$ cat src/rtl/key_adjust.sv
// Up/down/confirm value editor with idle timeout and confirm beep.
// Define KEY_ADJUST_WRAP_EN to wrap at the limits instead of saturating.
module key_adjust #(
  parameter int DATA_W    = 8,
  parameter int MAX_VAL   = 99,
  parameter int TIMEOUT   = 250_000_000,
  parameter int BEEP_LEN  = 5_000_000,
  parameter int BEEP_HALF = 12_500
) (
  input  logic              clk,
  input  logic              rst_n,
  input  logic [2:0]        key_value,
  output logic [DATA_W-1:0] value_out,
  output logic [DATA_W-1:0] edit_val,
  output logic              editing,
  output logic              commit_pulse,
  output logic              beep_out
);

  localparam int TO_W = $clog2(TIMEOUT + 1);
  localparam int BL_W = $clog2(BEEP_LEN + 1);
  localparam int PH_W = $clog2(BEEP_HALF + 1);
  localparam logic [DATA_W-1:0] MAX_V = DATA_W'(MAX_VAL);
  localparam logic [DATA_W-1:0] ONE   = DATA_W'(1);

  typedef enum logic {
    IDLE = 1'b0,
    EDIT = 1'b1
  } state_t;

  state_t            state;
  logic [TO_W-1:0]   tcnt;
  logic [BL_W-1:0]   beep_cnt;
  logic [PH_W-1:0]   ph_cnt;
  logic              beep_on;

  logic key_cf;
  logic key_up;
  logic key_dn;
  logic to_hit;

  assign key_cf = key_value[2];
  assign key_up = (key_value == 3'b001);
  assign key_dn = (key_value == 3'b010);
  assign to_hit = !key_cf && !key_up && !key_dn
                  && (tcnt == TO_W'(TIMEOUT - 1));

  function automatic logic [DATA_W-1:0] inc(
    input logic [DATA_W-1:0] v
  );
`ifdef KEY_ADJUST_WRAP_EN
    return (v >= MAX_V) ? '0 : v + ONE;
`else
    return (v >= MAX_V) ? MAX_V : v + ONE;
`endif
  endfunction

  function automatic logic [DATA_W-1:0] dec(
    input logic [DATA_W-1:0] v
  );
`ifdef KEY_ADJUST_WRAP_EN
    return (v == '0) ? MAX_V : v - ONE;
`else
    return (v == '0) ? '0 : v - ONE;
`endif
  endfunction

  always_ff @(posedge clk) begin
    if (!rst_n) begin
      state        <= IDLE;
      value_out    <= '0;
      edit_val     <= '0;
      editing      <= 1'b0;
      commit_pulse <= 1'b0;
      beep_out     <= 1'b0;
      beep_on      <= 1'b0;
      tcnt         <= '0;
      beep_cnt     <= '0;
      ph_cnt       <= '0;
    end else begin
      commit_pulse <= 1'b0;
      // Beep window; a commit below overrides these to restart it.
      if (beep_on) begin
        if (beep_cnt == BL_W'(BEEP_LEN - 1)) begin
          beep_on  <= 1'b0;
          beep_out <= 1'b0;
          beep_cnt <= '0;
          ph_cnt   <= '0;
        end else begin
          beep_cnt <= beep_cnt + 1'b1;
          if (ph_cnt == PH_W'(BEEP_HALF - 1)) begin
            ph_cnt   <= '0;
            beep_out <= ~beep_out;
          end else begin
            ph_cnt <= ph_cnt + 1'b1;
          end
        end
      end
      unique case (state)
        IDLE: begin
          tcnt     <= '0;
          edit_val <= value_out;
          if (key_up || key_dn) begin
            edit_val <= key_up ? inc(value_out)
                               : dec(value_out);
            state    <= EDIT;
            editing  <= 1'b1;
          end
        end
        EDIT: begin
          unique case (1'b1)
            key_cf: begin
              value_out    <= edit_val;
              commit_pulse <= 1'b1;
              state        <= IDLE;
              editing      <= 1'b0;
              tcnt         <= '0;
              beep_on      <= 1'b1;
              beep_out     <= 1'b0;
              beep_cnt     <= '0;
              ph_cnt       <= '0;
            end
            key_up: begin
              edit_val <= inc(edit_val);
              tcnt     <= '0;
            end
            key_dn: begin
              edit_val <= dec(edit_val);
              tcnt     <= '0;
            end
            to_hit: begin
              state    <= IDLE;
              editing  <= 1'b0;
              edit_val <= value_out;
              tcnt     <= '0;
            end
            default: tcnt <= tcnt + 1'b1;
          endcase
        end
        default: state <= IDLE;
      endcase
    end
  end

endmodule
$ cat config.mk
export PLATFORM = sky130hd
export DESIGN_NAME = key_adjust
export DESIGN_NICKNAME = d
export VERILOG_FILES = /design/src/rtl/key_adjust.sv
export SDC_FILE = /design/constraint.sdc
export NUM_CORES = 1
export LEC_CHECK = 0
export ABC_AREA = 1
export CAP_MARGIN = 40
export CORE_ASPECT_RATIO = 2
export CORE_UTILIZATION = 40
export CTS_BUF_LIST = sky130_fd_sc_hd__clkbuf_2
export DETAILED_ROUTE_END_ITERATION = 16
export PLACE_DENSITY = 0.55
export SYNTH_ARGS = -nofsm -noshare
export SYNTH_HDL_FRONTEND = slang
export SYNTH_SLANG_ARGS = --single-unit
$ cat constraint.sdc
create_clock -name clk -period 2.1 [get_ports clk]
set_clock_uncertainty 0.05 [all_clocks]
set_input_delay 0.42 -clock clk [delete_from_list [all_inputs] [get_ports clk]]
set_output_delay 0.42 -clock clk [all_outputs]
set_load 0.005 [all_outputs]
## Yosys cells after proc, flatten, opt, wreduce, memory -nomap -nowiden

Index checks and enable logic that the tools add are counted.

| word-level totals | value |
|---|---|
| bits in registers | 86 |
| latch bits | 0 |
| bits in writable memories | 0 |
| bits in read-only memories | 0 |
| input port bits | 5 |
| output and inout port bits | 19 |
| word-level logic and storage cells | 78 |
| memories | 0 |

| operators by class | value |
|---|---|
| add/subtract/negate cells | 7 |
| $mul | 0 |
| div/mod/pow operators | 0 |
| magnitude comparators | 2 |
| equal/unequal tests | 8 |
| shift-type cells | 0 |
| mux-type cells | 35 |
| bitwise operators | 2 |
| reductions and logical operators | 14 |

Operators with widths:

| kind | number |
|---|---|
| 23-bit 2-to-1 mux | 4 |
| 14-bit 2-to-1 mux | 5 |
| 28-bit case mux with 2 select lines | 1 |
| 8-bit 2-to-1 mux | 6 |
| 28-bit by 1-bit adder with 28-bit output (second input constant) | 1 |
| 28-bit == test (second input constant) | 1 |
| 28-bit 2-to-1 mux | 1 |
| 8-bit case mux with 3 select lines | 1 |
| 23-bit by 1-bit adder with 23-bit output (second input constant) | 1 |
| 23-bit == test (second input constant) | 1 |
| 8-bit by 1-bit adder with 8-bit output (second input constant) | 2 |
| 8-bit by 7-bit >= comparator with 1-bit output (second input constant) | 2 |
| 8-bit logical NOT | 2 |
| 8-bit case mux with 2 select lines | 1 |
| 8-bit by 1-bit subtractor with 8-bit output (second input constant) | 2 |
| 14-bit by 1-bit adder with 14-bit output (second input constant) | 1 |
| 14-bit == test (second input constant) | 1 |
| 1-bit 2-to-1 mux | 14 |
| 2-bit AND reduction | 3 |
| 2-bit inequality test (second input constant) | 2 |
| 4-bit by 1-bit inequality test with 1-bit output (second input constant) | 1 |
| 1-bit case mux with 2 select lines | 2 |
| 4-bit OR reduction | 1 |
| 3-bit by 1-bit == test with 1-bit output (second input constant) | 1 |
| 6 further kinds | 11 |

## Longest topological paths before layout

| depth | value |
|---|---|
| word-level depth | 8 |
| gate-level depth with buffers | 12 |

## Worst setup path before layout

Ideal clock, no wire load.

| timing path | value |
|---|---|
| path type | flip-flop to flip-flop |
| start | reg value_out[0] |
| end | reg edit_val[4] |
| data arrival time | 1.487 ns |
| path slack | 0.494 ns |
| stages on the path, launching flop included | 12 |
| period minus slack after synthesis | 1.606 ns |
| path through | dfxtp_1 inv_1 ha_1 nand2_1 nor2_1 nor2_4 o21ai_0 nand2_1 nor2_1 a21oi_1 nand2_1 a21oi_1 |

| between the ends | value |
|---|---|
| word-level cells in the longest chain between the ends | 5 |
| elaborated cells on any way between the ends | 9 |
| those cells by class | add/sub (2); order compare (1); mux (5); reduce/logical (1) |

RTL lines:

| element | line | text |
|---|---|---|
| start: declaration | 13 | `output logic [DATA_W-1:0] value_out,` |
| start signal: assignment | 113 | `value_out <= edit_val;` |
| 8-bit by 1-bit subtractor with 8-bit output (tied with other cells) | 64 | `return (v == '0) ? '0 : v - ONE;` |
| 8-bit 2-to-1 mux (on tied branches) | 64, 54 |  |
| 8-bit 2-to-1 mux * | 104 | `edit_val <= key_up ? inc(value_out)` |
| 8-bit 2-to-1 mux * | 103 | `if (key_up \|\| key_dn) begin` |
| 8-bit case mux with 2 select lines * | 99 | `unique case (state)` |
| end signal: assignment | 102 | `edit_val <= value_out;` |
| end signal: assignment | 104 |  |
| end signal: assignment | 124 | `edit_val <= inc(edit_val);` |
| end: declaration | 14 | `output logic [DATA_W-1:0] edit_val,` |

Every way passes the cells marked *; elsewhere a longest branch is shown, timed or not.
A chain may end at the register's enable or synchronous reset.

## Worst setup path in the final report

| timing path | value |
|---|---|
| start | reg value_out[5] |
| end | out value_out[5] |

No word-level cell between the ends.

==> reports/results.txt <==
Status: finished, final reports clean
Clk pin slew, worst setup/hold paths: 0.25 ns
Initial Util: 40.9%
FF+latch area: 1750 um^2
Critical path endpoint category: primary output
Final #Nets: 834
Residual DRC: 0
Port Buffer Count: 23
Flop pwr share: 57.7%
Clk Latency, worst-skew pair: 0.58 ns
Post-synth top flop: dfxtp_1
DR iter-0 viols: 218
Count of cell types in the netlist: 46
Worst EP required: 1.63 ns
Crit share post-route: 97.3%
Combinational share of power: 17.5%
Sequential fraction of the synthesis area: 33.5%
Syn. warnings: 0
Area grow syn2layout: 16.1%
Placement Setup Slack: -0.116 ns
Synth async-reset ratio: 0%
Period minus WS final: 2.04 ns
DP Area: 5800 um^2
Die H: 162 um
Startpoint class of the critical path: flip-flop
Slowest-stage cell, CP: clkdlybuf4s50_1
Mapped Cells: 757
Die W: 82.1 um
Kind of critical path: flip-flop to primary output
CTS Buffer Depth: 2
Worst Path Arrival: 1.57 ns
Worst path max stage delay: 0.53 ns
Area of the core: 12,600 um^2
Cell Chain, Critical Path: clkdlybuf4s50_1
CTS sink count: 86
Final worst slack: 0.0576 ns
Vias in the first global route: 5,164
Power density over the cells: 498 nW/um^2
Mapped Nets: 770
Final core utilization: 47.5%
Worst vdd ir: 0.000237 V
GRT Total Usage: 24.6%
Max frequency: 490 MHz
Internal: 2.02 mW
Vias per inst: 5.35
Drt pass-1 iters: 4
CTS root buf: clkbuf_2
Number of enable flip-flop cells after synthesis: 0
NetSw: 0.951 mW
CTS tree: yes
Delay-heaviest family, CP: buffers and inverters
Total negative slack: 0 ns
Total grt overflow: 0
TritonCTS buffer count: 9
Design Power: 2.97 mW
Antenna-violating nets left: 0
Synth Cell Area: 5140 um^2
DR WL/cell: 15.7 um
Hold Path Class: flip-flop to flip-flop
Commonest non-fill, non-tap cell in the layout: nand2_1
Critical path peak fanout: 8
Htree depth: 3
Slew HR: 61.2%
Switching share of power: 32.0%
Layout fillers: 1,311
Worst Tran Pin Value: 0.581 ns
IO Pins: 24
Hold buffer count at CTS: 0
CP bufs+invs: 1
Via count: 5,223
Design area: 5960 um^2
Flops & latches, synth: 86
Final Max Slew Viols: 0
Multi-input gate area: 2980 um^2
Layout cell share with drive strength beyond 1: 15.4%
Max_cap viols: 0
Endpoints failing setup: 0
First-pass GRT wire length: 24.3 mm
Die footprint: 13,300 um^2
Final Hold Fails: 0
Detailed placer's ending HPWL: 12.1 mm
Largest net degree at the start of global routing: 18
WL final: 15.4 mm
Cell Rows: 58
Synthesized area per cell: 6.78 um^2
Clock Power Share: 24.8%
Initial antenna violation count: 1
Placer congestion estimate: 0.909
Leakage power total: 2.35 nW
Most frequent cells in the layout: 153 x nand2_1, 98 x nor2_1, 81 x inv_1
-- power by group through the flow --
stage	Sequential, mW	Clock [mW]	Combinational, mW
after CTS	1.72	0.776	0.508
after global placement	1.74	0	0.501
after global routing	1.72	0.831	0.572
final	1.71	0.738	0.520
after detailed placement	1.74	0	0.505
after floorplan	1.72	0	0.305
-- registers in the layout (all words and copies together), names as in the netlist --
signal        cells
tcnt             28
beep_cnt         23
ph_cnt           14
edit_val          8
value_out         8
beep_on           1
beep_out          1
commit_pulse      1
editing           1
state             1
-- through the flow --
stage,hold WS (ns),cells
finish,0.383,976
detailed placement,0.390,955
global route,0.399,976
CTS,0.427,970
floorplan,0.368,757
global placement,0.386,955
-- cell usage after synthesis (all sizes together) (6+ instances only) --
master | instances | area, um^2
nor2 | 113 | 488
nand2 | 160 | 618
ha | 8 | 100
nand4 | 25 | 171
nor3 | 27 | 169
buf | 12 | 77.6
dfxtp | 86 | 1720
inv | 88 | 330
xnor2 | 6 | 52.6
xor2 | 27 | 236
o22ai | 9 | 62.6
nor4 | 7 | 50.1
a21oi | 47 | 246
o21ai | 34 | 170
or2 | 7 | 43.8
nand3 | 70 | 383
-- area by class of cell --
class                   count  area share, %
multi-input cells         564           50.0
flip-flops and latches     86           29.4
repair buffers             70           10.4
inverters                  90           5.67
well taps                 150           3.15
clock buffers              10          0.839
clock inverters             5          0.462
diodes                      1         0.0420
-- path summary, 6_finish.rpt --
kind	start	end	slack, ns	cells after the start
worst max-delay path	value_out[5]	value_out[5]	0.06	1
worst min-delay path	tcnt[0]	tcnt[0]	0.38	1
worst max register to register	tcnt[0]	edit_val[3]	0.18	12
worst min register to register	tcnt[0]	tcnt[0]	0.38	1
-- per-layer routing --
| metal | track usage [%] | vias up | routed length (um) | part of all wire, % |
|---|---|---|---|---|
| li1 | - | 2621 | - | - |
| met4 | 16.7 | 0 | 967 | 6.3 |
| met3 | 3.37 | 63 | 325 | 2.1 |
| met5 | 0 | - | 0 | 0 |
| met1 | 21.4 | 2420 | 5200 | 34 |
| met2 | 48.1 | 119 | 8860 | 58 |
-- cells by family (layout without fill, tap and decap cells) --
kind of cell             Yosys count  after routing  share of synthesized area, %
adder cells (fa/ha/maj)            8              8                          1.95
other                              0              1                             0
flip-flops                        86             86                          33.5
AO/OA/AOI/OAI                    106            106                          11.6
buffers and inverters            107            175                          8.45
AND/OR/NAND/NOR                  417            417                          38.8
XOR/XNOR                          33             33                          5.63
-- repair_timing --
item / 4_1_cts / 5_1_grt
endpoints found under the setup margin: 22 / 8
pin swaps: 0 / 1
buffers inserted: 0 / 5
resized for setup: 16 / 7
gates cloned: 0 / 0
(Power assumes the default switching activity.)
